**src/rtl/por_seq_pkg.sv**
```systemverilog
// por_seq_pkg: shared state encoding and reset-cause codes for the POR reset sequencer
package por_seq_pkg;
    typedef enum logic [2:0] {HOLD, WAIT_CORE, WAIT_USER, RUN, SOFT} state_t;
    localparam logic [1:0] CAUSE_POR  = 2'b00;
    localparam logic [1:0] CAUSE_PIN  = 2'b01;
    localparam logic [1:0] CAUSE_SOFT = 2'b10;
endpackage

```
**src/rtl/reset_pin_filter.sv**
```systemverilog
// reset_pin_filter: synchronizes the external reset pin and debounces it
module reset_pin_filter #(
    parameter int SYNC_STAGES = 2,
    parameter int DEBOUNCE    = 8
) (
    input  logic clk,
    input  logic resetb,
    input  logic pin_in,
    output logic pin_filt
);
    localparam int DW = $clog2(DEBOUNCE + 1);
    logic [SYNC_STAGES-1:0] sync;
    logic [DW-1:0]          dcnt;
    // shift the asynchronous pin into the clk domain; resets to "pin asserted"
    always_ff @(posedge clk or negedge resetb)
        if (!resetb) sync <= '0;
        else         sync <= {sync[SYNC_STAGES-2:0], pin_in};
    // accept a new level only after it persists for DEBOUNCE consecutive edges
    always_ff @(posedge clk or negedge resetb)
        if (!resetb) begin
            dcnt     <= '0;
            pin_filt <= 1'b0;
        end else if (sync[SYNC_STAGES-1] == pin_filt) begin
            dcnt <= '0;
        end else if (dcnt == DW'(DEBOUNCE - 1)) begin
            dcnt     <= '0;
            pin_filt <= ~pin_filt;
        end else begin
            dcnt <= dcnt + 1'b1;
        end
endmodule

```
**src/rtl/por_reset_sequencer.sv**
```systemverilog
// por_reset_sequencer: staged hk/core/user reset release with pin filter, soft-reset handshake and cause tracking
module por_reset_sequencer
    import por_seq_pkg::*;
#(
    parameter int SYNC_STAGES = 2,
    parameter int DEBOUNCE    = 8,
    parameter int STAGE_DLY   = 16
) (
    input  logic       clk,
    input  logic       resetb,
    input  logic       ext_resetb_pin,
    input  logic       soft_rst_req,
    output logic       soft_rst_ack,
    output logic       rstb_hk,
    output logic       rstb_core,
    output logic       rstb_user,
    output logic       seq_done,
    output logic [1:0] reset_cause
);
    localparam int CW = $clog2(STAGE_DLY + 1);
    state_t        state;
    logic [CW-1:0] cnt;
    logic          pin_filt;
    logic          last;

    reset_pin_filter #(.SYNC_STAGES(SYNC_STAGES), .DEBOUNCE(DEBOUNCE)) u_filt (
        .clk      (clk),
        .resetb   (resetb),
        .pin_in   (ext_resetb_pin),
        .pin_filt (pin_filt)
    );

    assign last = cnt == CW'(STAGE_DLY - 1);

    // sequencer: pin assertion outranks everything, then stage releases and the soft handshake
    always_ff @(posedge clk or negedge resetb)
        if (!resetb) begin
            state        <= HOLD;
            cnt          <= '0;
            rstb_hk      <= 1'b0;
            rstb_core    <= 1'b0;
            rstb_user    <= 1'b0;
            seq_done     <= 1'b0;
            soft_rst_ack <= 1'b0;
            reset_cause  <= CAUSE_POR;
        end else if (state != HOLD && !pin_filt) begin
            state        <= HOLD;
            cnt          <= '0;
            rstb_hk      <= 1'b0;
            rstb_core    <= 1'b0;
            rstb_user    <= 1'b0;
            seq_done     <= 1'b0;
            soft_rst_ack <= 1'b0;
            reset_cause  <= CAUSE_PIN;
        end else begin
            case (state)
                HOLD:
                    if (!pin_filt) cnt <= '0;
                    else if (last) begin
                        rstb_hk <= 1'b1;
                        cnt     <= '0;
                        state   <= WAIT_CORE;
                    end else cnt <= cnt + 1'b1;
                WAIT_CORE:
                    if (last) begin
                        rstb_core <= 1'b1;
                        cnt       <= '0;
                        state     <= WAIT_USER;
                    end else cnt <= cnt + 1'b1;
                WAIT_USER:
                    if (last) begin
                        rstb_user <= 1'b1;
                        seq_done  <= 1'b1;
                        cnt       <= '0;
                        state     <= RUN;
                    end else cnt <= cnt + 1'b1;
                RUN:
                    if (soft_rst_req) begin
                        rstb_core    <= 1'b0;
                        rstb_user    <= 1'b0;
                        seq_done     <= 1'b0;
                        soft_rst_ack <= 1'b1;
                        reset_cause  <= CAUSE_SOFT;
                        state        <= SOFT;
                    end
                SOFT:
                    if (!soft_rst_req) begin
                        soft_rst_ack <= 1'b0;
                        cnt          <= '0;
                        state        <= WAIT_CORE;
                    end
                default: state <= HOLD;
            endcase
        end
endmodule
```
**config.mk**
```make
export PLATFORM = sky130hd
export DESIGN_NAME = por_reset_sequencer
export DESIGN_NICKNAME = d
export VERILOG_FILES = /design/src/rtl/por_seq_pkg.sv /design/src/rtl/reset_pin_filter.sv /design/src/rtl/por_reset_sequencer.sv
export SDC_FILE = /design/constraint.sdc
export NUM_CORES = 1
export LEC_CHECK = 0
export BUFFER_PORTS_ARGS = -buffer_cell sky130_fd_sc_hd__buf_2
export CAP_MARGIN = 20
export CORE_UTILIZATION = 35
export CTS_CLUSTER_SIZE = 10
export DETAILED_ROUTE_END_ITERATION = 7
export HOLD_SLACK_MARGIN = 0.02
export PLACE_DENSITY = 0.63
export SKIP_LAST_GASP = 1
export SLEW_MARGIN = 20
export SYNTH_ARGS = -nofsm -noshare
export SYNTH_HDL_FRONTEND = slang
export SYNTH_HIERARCHICAL = 1
export SYNTH_SLANG_ARGS = --single-unit
```
**constraint.sdc**
```tcl
create_clock -name clk -period 2.01 [get_ports clk]
set_input_delay 0.1005 -clock clk [delete_from_list [all_inputs] [get_ports clk]]
set_output_delay 0.1005 -clock clk [all_outputs]
set_load 0.03 [all_outputs]
```
==> summary.md, run 1 <==
| Metric | Value |
|---|---|
| Max Root-Sink Buffers | `2` |
| Drt initial violations | `19` |
| Antenna Diode Count | `0` |
| Worst vdd ir | `0.487 mV` |
| Synth area leaders | `dfrtp_1 (50%), a21oi_1 (4.3%), nand2_1 (3.2%)` |
| Multi-input gate area | `474 um2` |
| Clock edge transition at the registers on the reported setup and hold paths | `0.12 ns` |
| Synth top cells by count | `dfrtp_1 (21), a21oi_1 (9), nand2_1 (9)` |
| Hold path start | `soft_rst_req` |
| Area share of the largest cell type after synthesis | `0.503` |
| Largest delay contributor family on the critical path | `flip-flops` |
| Vias in the first global route | `726` |
| Cell count after synthesis | `99` |
| Core Util, Final | `0.413` |
| Final Slew Violations | `0` |
| Drt wl/cell | `13.1 um` |
| First-pass GRT wire length | `3360 um` |
| Count leader, synth | `dfrtp_1` |
| Initial Utilization | `0.376` |
| Root Buffer | `clkbuf_4` |
| Std-Cell Rows | `19` |
| Critical path's slowest cell | `dfrtp_1` |
| Fin crit share | `0.768` |
| TritonRoute pass-1 iters | `4` |
| Post-Syn Area per Cell | `10.6 um2` |
| Setup crit start kind | `flop` |
| Postcts setup bufs | `0` |
| RePlAce Congestion | `0.733` |
| Worst skew pair latency | `0.30 ns` |
| DRC | `0` |
| Worst Setup End Kind | `flop` |
| Clock Skew | `0.0102 ns` |
| Worst Setup Path Type | `reg2reg` |
| Slew headroom | `0.612` |
| Max-cap viol count | `0` |
| Worst-Margin Slew | `0.582 ns` |
| CTS tree | `yes` |
| Ys Warns | `6` |
| Reg2reg start | `u_filt/pin_filt` |
| # IOs | `11` |
| CP peak stage delay | `0.73 ns` |
| Sequential area share after synthesis | `0.503` |
| DP HPWL | `1240 um` |
| RSZ-0062 raised after global routing | `no` |
| Remaining Overflow, GRT | `0` |
| Static leakage | `0.525 nW` |
| Largest net degree at the start of global routing | `22` |
| Crit Path Max Fanout | `18` |
| Final WL | `1830 um` |
| Die H | `56.6 um` |
| Unique masters post-synth | `40` |
| Port bufs | `10` |
| Fin nets | `116` |
| Area leader, netlist | `dfrtp_1` |
| Status | `finished, final reports clean` |
| Max H-tree Level | `1` |
| Layout cell share with drive strength beyond 1 | `0.193` |
| Ys async rst share | `1.00` |
| Via count | `772` |
| Layout fillers | `274` |
| Buf+Inv Stages, Crit Path | `0` |
| CTS Sinks | `21` |
| Syn_nets | `105` |
| Final setup viols | `0` |
| Most used DFF post-synth | `dfrtp_1` |
| Core area | `2780 um2` |
| Flops & latches, synth | `21` |
| Hold Fails Final Rpt | `0` |
| Crit-path cells | `o31ai_4, nor2_2, nor4_1, a21o_1` |
| Final setup TNS | `0 ns` |
| Total CTS buffers | `3` |
| Post-route ant nets | `0` |
| Crit path from | `u_filt/pin_filt` |
| Chip Width | `56.6 um` |
| Die footprint | `3210 um2` |
| Arrival time at the worst endpoint | `1.74 ns` |
| Required time worst endpoint | `2.21 ns` |
| Synthesized area | `1040 um2` |
| Initial antenna violation count | `0` |
| Cell Pwr Density | `802 nW/um2` |
| Area grow syn2layout | `9.82%` |
| EDFF count, synth | `0` |
| Min-Delay Path Class | `in2reg` |
| Fmax | `648 MHz` |
| Minimum clock period | `1.54 ns` |
| Vias per inst | `5.51` |
| Overall Global Routing Usage | `0.136` |
| FF/Latch Area | `526 um2` |
==> power breakdown <==
group / leakage, nW / switching (mW) / internal, mW
Clock: 0.0177 / 0.128 / 0.0741
Combinational: 0.232 / 0.0795 / 0.0956
Sequential: 0.275 / 0.0783 / 0.465
Total: 0.525 / 0.286 / 0.635
==> worst reg2reg max path: stages (launching register included) <==
cell	delay, ns
dfrtp_1	0.73
o31ai_4	0.16
nor2_2	0.30
nor4_1	0.10
a21o_1	0.16
==> layer usage <==
| layer | up-vias | track usage | wire length, um |
|---|---|---|---|
| met5 | - | 0 | 0 |
| met4 | 0 | 0.0627 | 16 |
| met3 | 2 | 0.0276 | 61 |
| met2 | 14 | 0.198 | 846 |
| met1 | 375 | 0.193 | 910 |
| li1 | 381 | - | - |
==> layout make-up <==
type | count | share of cell area
clock buffer | 3 | 0.0196
clock inverter | 1 | 0.00436
inverter | 3 | 0.00981
multi-input combinational | 69 | 0.413
sequential | 21 | 0.458
tap | 31 | 0.0338
timing repair buffer | 12 | 0.0611
==> cell families after synthesis <==
family / Yosys count / synth area share
adder cells (fa/ha/maj): 2 / 0.0239
AND/OR/NAND/NOR: 37 / 0.217
AO/OA/AOI/OAI: 27 / 0.182
XOR/XNOR: 2 / 0.0168
buffers and inverters: 9 / 0.0431
multiplexers: 1 / 0.0144
flip-flops: 21 / 0.503
==> flip-flops by register name, indices dropped and copies added, names as in the netlist <==
signal,flops
state,3
seq_done,1
u_filt/sync,2
reset_cause,2
rstb_hk,1
u_filt/pin_filt,1
cnt,5
soft_rst_ack,1
u_filt/dcnt,4
rstb_core,1
==> through the flow <==
step	hold WS [ns]	instance area [um2]	worst slack, ns	total power, mW	cells
2_1_floorplan	-0.195	1040	0.563	0.678	99
3_3_place_gp	0.0877	1100	0.487	0.718	134
3_5_place_dp	0.0872	1100	0.486	0.725	134
4_1_cts	0.146	1150	0.465	0.935	140
5_1_grt	0.151	1150	0.367	0.990	140
6_report	0.146	1150	0.467	0.921	140
==> worst paths after layout <==
kind	end	slack, ns	cells after the start
worst max register to register	cnt[0]	0.47	4
worst max-delay path	cnt[0]	0.47	4
max in group asynchronous	cnt[0]	1.41	2
worst min-delay path	state[2]	0.15	2
min in group asynchronous	soft_rst_ack	0.27	2
worst min register to register	u_filt/sync[1]	0.37	0
==> cells in the final DEF (no fill, tap or decap), types with 2 or more instances in the layout <==
cell type and count:
a21oi_1 9, a31oi_1 2, and4b_1 2, buf_2 10, clkbuf_4 3, dfrtp_1 21
dlygate4sd3_1 2, ha_1 2, inv_1 3, nand2_1 9, nand3_1 3, nand3b_1 2
nor2_1 5, nor2b_1 3, o21ai_0 5, o41ai_1 2, xnor2_1 2
==> repair_timing <==
item                      CTS  global route
resized for setup           0             0
hold buffers                2             0
hold endpoints to repair   22             0
No activity file was read; power rests on OpenSTA's default activity.
==> run 2, diff against run 1 <==
ABC_AREA = 1   (was not set)
PLACE_DENSITY = 0.65   (was 0.63)
clock period = 1.4 ns   (was 2.01 ns; I/O delays follow)
==> run 2 against run 1 <==
  * Synthesized cell count rose by 49%
  * Maximum frequency is 13% higher
  * Via count is 31% higher
  * Setup slack lost 0.44 ns
==> summary.md, run 2 <==
| Metric | Value |
|---|---|
| Fmax | `730 MHz` |
| Remaining Overflow, GRT | `0` |
| Synth Area in Compound Gates | `0.0571` |
| Largest Register | `cnt` |
| DRC | `0` |
| Chip Width | `58.5 um` |
| First-pass GRT wire length | `3910 um` |
| Hold Fails Final Rpt | `0` |
| Status | `finished, final reports clean` |
| Std-Cell Rows | `20` |
| Flop2flop setup slack | `0.03 ns` |
| Worst Setup End Kind | `flop` |
| Most frequent cells in the layout | `nand2_1 (37), inv_1 (23), dfrtp_1 (19)` |
| Worst Setup Path Type | `reg2reg` |
| Static leakage | `0.747 nW` |
| Regs by FF count | `cnt x5, u_filt/dcnt x4, state x3` |
| Drt initial violations | `33` |
| Sequential area share after synthesis | `0.470` |
| Area grow syn2layout | `22.8%` |
| Sequential power share | `0.560` |
| Ys async rst share | `1.00` |
| Synth top cells by count | `nand2_1 (39), inv_1 (25), dfrtp_1 (21)` |
| Worst-Margin Slew | `0.475 ns` |
| DP HPWL | `1760 um` |
| Initial Utilization | `0.366` |
| Final setup viols | `0` |
| Logic pwr share | `0.197` |
| Final setup TNS | `0 ns` |
| Min-Delay Path Class | `in2reg` |
| TritonRoute pass-1 iters | `4` |
| Unique masters post-synth | `19` |
| Layout cell share with drive strength beyond 1 | `0.253` |
| Max-cap viol count | `0` |
| Crit Path Max Fanout | `5` |
| Root Buffer | `clkbuf_4` |
| Overall power | `1.26 mW` |
| Required time worst endpoint | `1.60 ns` |
| Commonest non-fill, non-tap cell in the layout | `nand2_1` |
| Clock power frac | `0.243` |
| Clock edge transition at the registers on the reported setup and hold paths | `0.12 ns` |
| Die footprint | `3420 um2` |
| EDFF count, synth | `0` |
| Port bufs | `10` |
| Count leader, synth | `nand2_1` |
| Largest family of logic cells by synthesized area | `simple AND/OR/NAND/NOR gates` |
| Cell Count Post-Placement | `207` |
| Syn_nets | `154` |
| Area leader, netlist | `dfrtp_1` |
| Vias per inst | `4.62` |
| Synth area leaders | `dfrtp_1 (47%), nand2_1 (13%), inv_1 (8.4%)` |
| XOR/XNOR share of the synthesized area | `0.00784` |
| Setup crit start kind | `flop` |
| Final Slew Violations | `0` |
| Simple-Gate Fraction of Synth Area | `0.348` |
| Die H | `58.5 um` |
| # IOs | `11` |
| Max Root-Sink Buffers | `2` |
| Total net switching power | `0.391 mW` |
| CTS Sinks | `21` |
| Synth Area in Adders | `0.0224` |
| Worst skew pair latency | `0.31 ns` |
| Initial antenna violation count | `0` |
| CTS tree | `yes` |
| Drt wl/cell | `11.0 um` |
| Area share of the largest cell type after synthesis | `0.470` |
| Minimum clock period | `1.37 ns` |
| Non-Filler Instances | `218` |
| RePlAce Congestion | `0.877` |
| Largest net degree at the start of global routing | `22` |
| Antenna Diode Count | `0` |
| Mux cell area share after synthesis | `0` |
| Slew headroom | `0.684` |
| Post-Syn Area per Cell | `7.55 um2` |
| Core area | `3050 um2` |
| Arrival time at the worst endpoint | `1.57 ns` |
| Total CTS buffers | `3` |
| Worst vdd ir | `0.460 mV` |
| Sw Ratio | `0.310` |
| Post-route ant nets | `0` |
| Synthesized area | `1120 um2` |
| Core Util, Final | `0.450` |
| Fin crit share | `0.978` |
| Internal power | `0.871 mW` |
| Cell count after synthesis | `148` |
| Max H-tree Level | `1` |
| Final WL | `2400 um` |
| Cell Pwr Density | `919 nW/um2` |
| Max FFs per register | `5` |
| Via count | `1008` |
| Ys Warns | `6` |
| Overall Global Routing Usage | `0.153` |
| RSZ-0062 raised after global routing | `yes` |
| Most used DFF post-synth | `dfrtp_1` |
| Clock Skew | `0.00224 ns` |
| Flops & latches, synth | `21` |
| Fin nets | `181` |
| Vias in the first global route | `948` |
==> run 2: cell types whose count changed after synthesis, sizes merged, moves of 3 or more <==
cell and delta:
buf -4, nand2 +34, a21oi -5, nor2b -3
nand3 +12, nor2 +14, nand4 +6, inv +23
==> run 2: worst paths after layout <==
kind / startpoint / end / cells after the start
max: state[0] / state[0] / 7
min in group asynchronous: resetb / rstb_hk / 2
max in group asynchronous: resetb / state[0] / 2
max reg2reg: state[0] / state[0] / 7
min: soft_rst_req / reset_cause[0] / 4
min reg2reg: u_filt/sync[0] / u_filt/sync[1] / 0
==> run 2: stage by stage <==
stage               cell area, um2  setup slack [ns]  hold WS (ns)
floorplan                     1120             0.163        -0.226
global placement              1260           -0.0519        0.0574
detailed placement            1260           -0.0645        0.0646
CTS                           1340            0.0111        0.0785
global route                  1370           -0.0470         0.144
finish                        1370            0.0302         0.107
==> run 2: what timing repair did <==
action | in CTS | in global routing
resized for setup | 1 | 11
hold buffers | 2 | 0
buffers inserted | 4 | 1
pin swaps | 2 | 6
endpoints found under the setup margin | 5 | 11
endpoints found under the hold margin | 22 | 0
==> run 2: area by class of cell <==
type | count | area [um2]
inverters | 26 | 97.6
flip-flops and latches | 21 | 528
multi-input cells | 100 | 512
clock buffers | 3 | 22.5
repair buffers | 23 | 153
well taps | 44 | 55.1
clock inverters | 1 | 5.00
fillers | 321 | 1680
==> run 2: metal layers <==
metal  track usage  routed length [um]
met1         0.187                1090
met2         0.268                1180
met3        0.0198                  91
met4        0.0714                  34
met5             0                   0
==> run 2: critical path, stage by stage, from the launching register on <==
cell and delay (ns):
dfrtp_2 0.47, nor2_4 0.18, nand3b_1 0.17, buf_4 0.19
inv_2 0.04, nor2_2 0.04, nand4_1 0.09, nand2_1 0.08
==> run 2: logic make-up after synthesis <==
logic type | count (synthesis)
AOI/OAI and AO/OA | 12
DFF | 21
and+or+nand+nor | 85
buffers and inverters | 27
adders and majority gates | 2
xor gates and xnor gates | 1
==> run 2: power groups by stage <==
stage	Clock (mW)	Combinational (mW)	Sequential, mW
6_report	0.307	0.249	0.706
5_1_grt	0.343	0.291	0.715
4_1_cts	0.335	0.243	0.707
3_5_place_dp	0	0.237	0.719
3_3_place_gp	0	0.234	0.715
2_1_floorplan	0	0.149	0.717
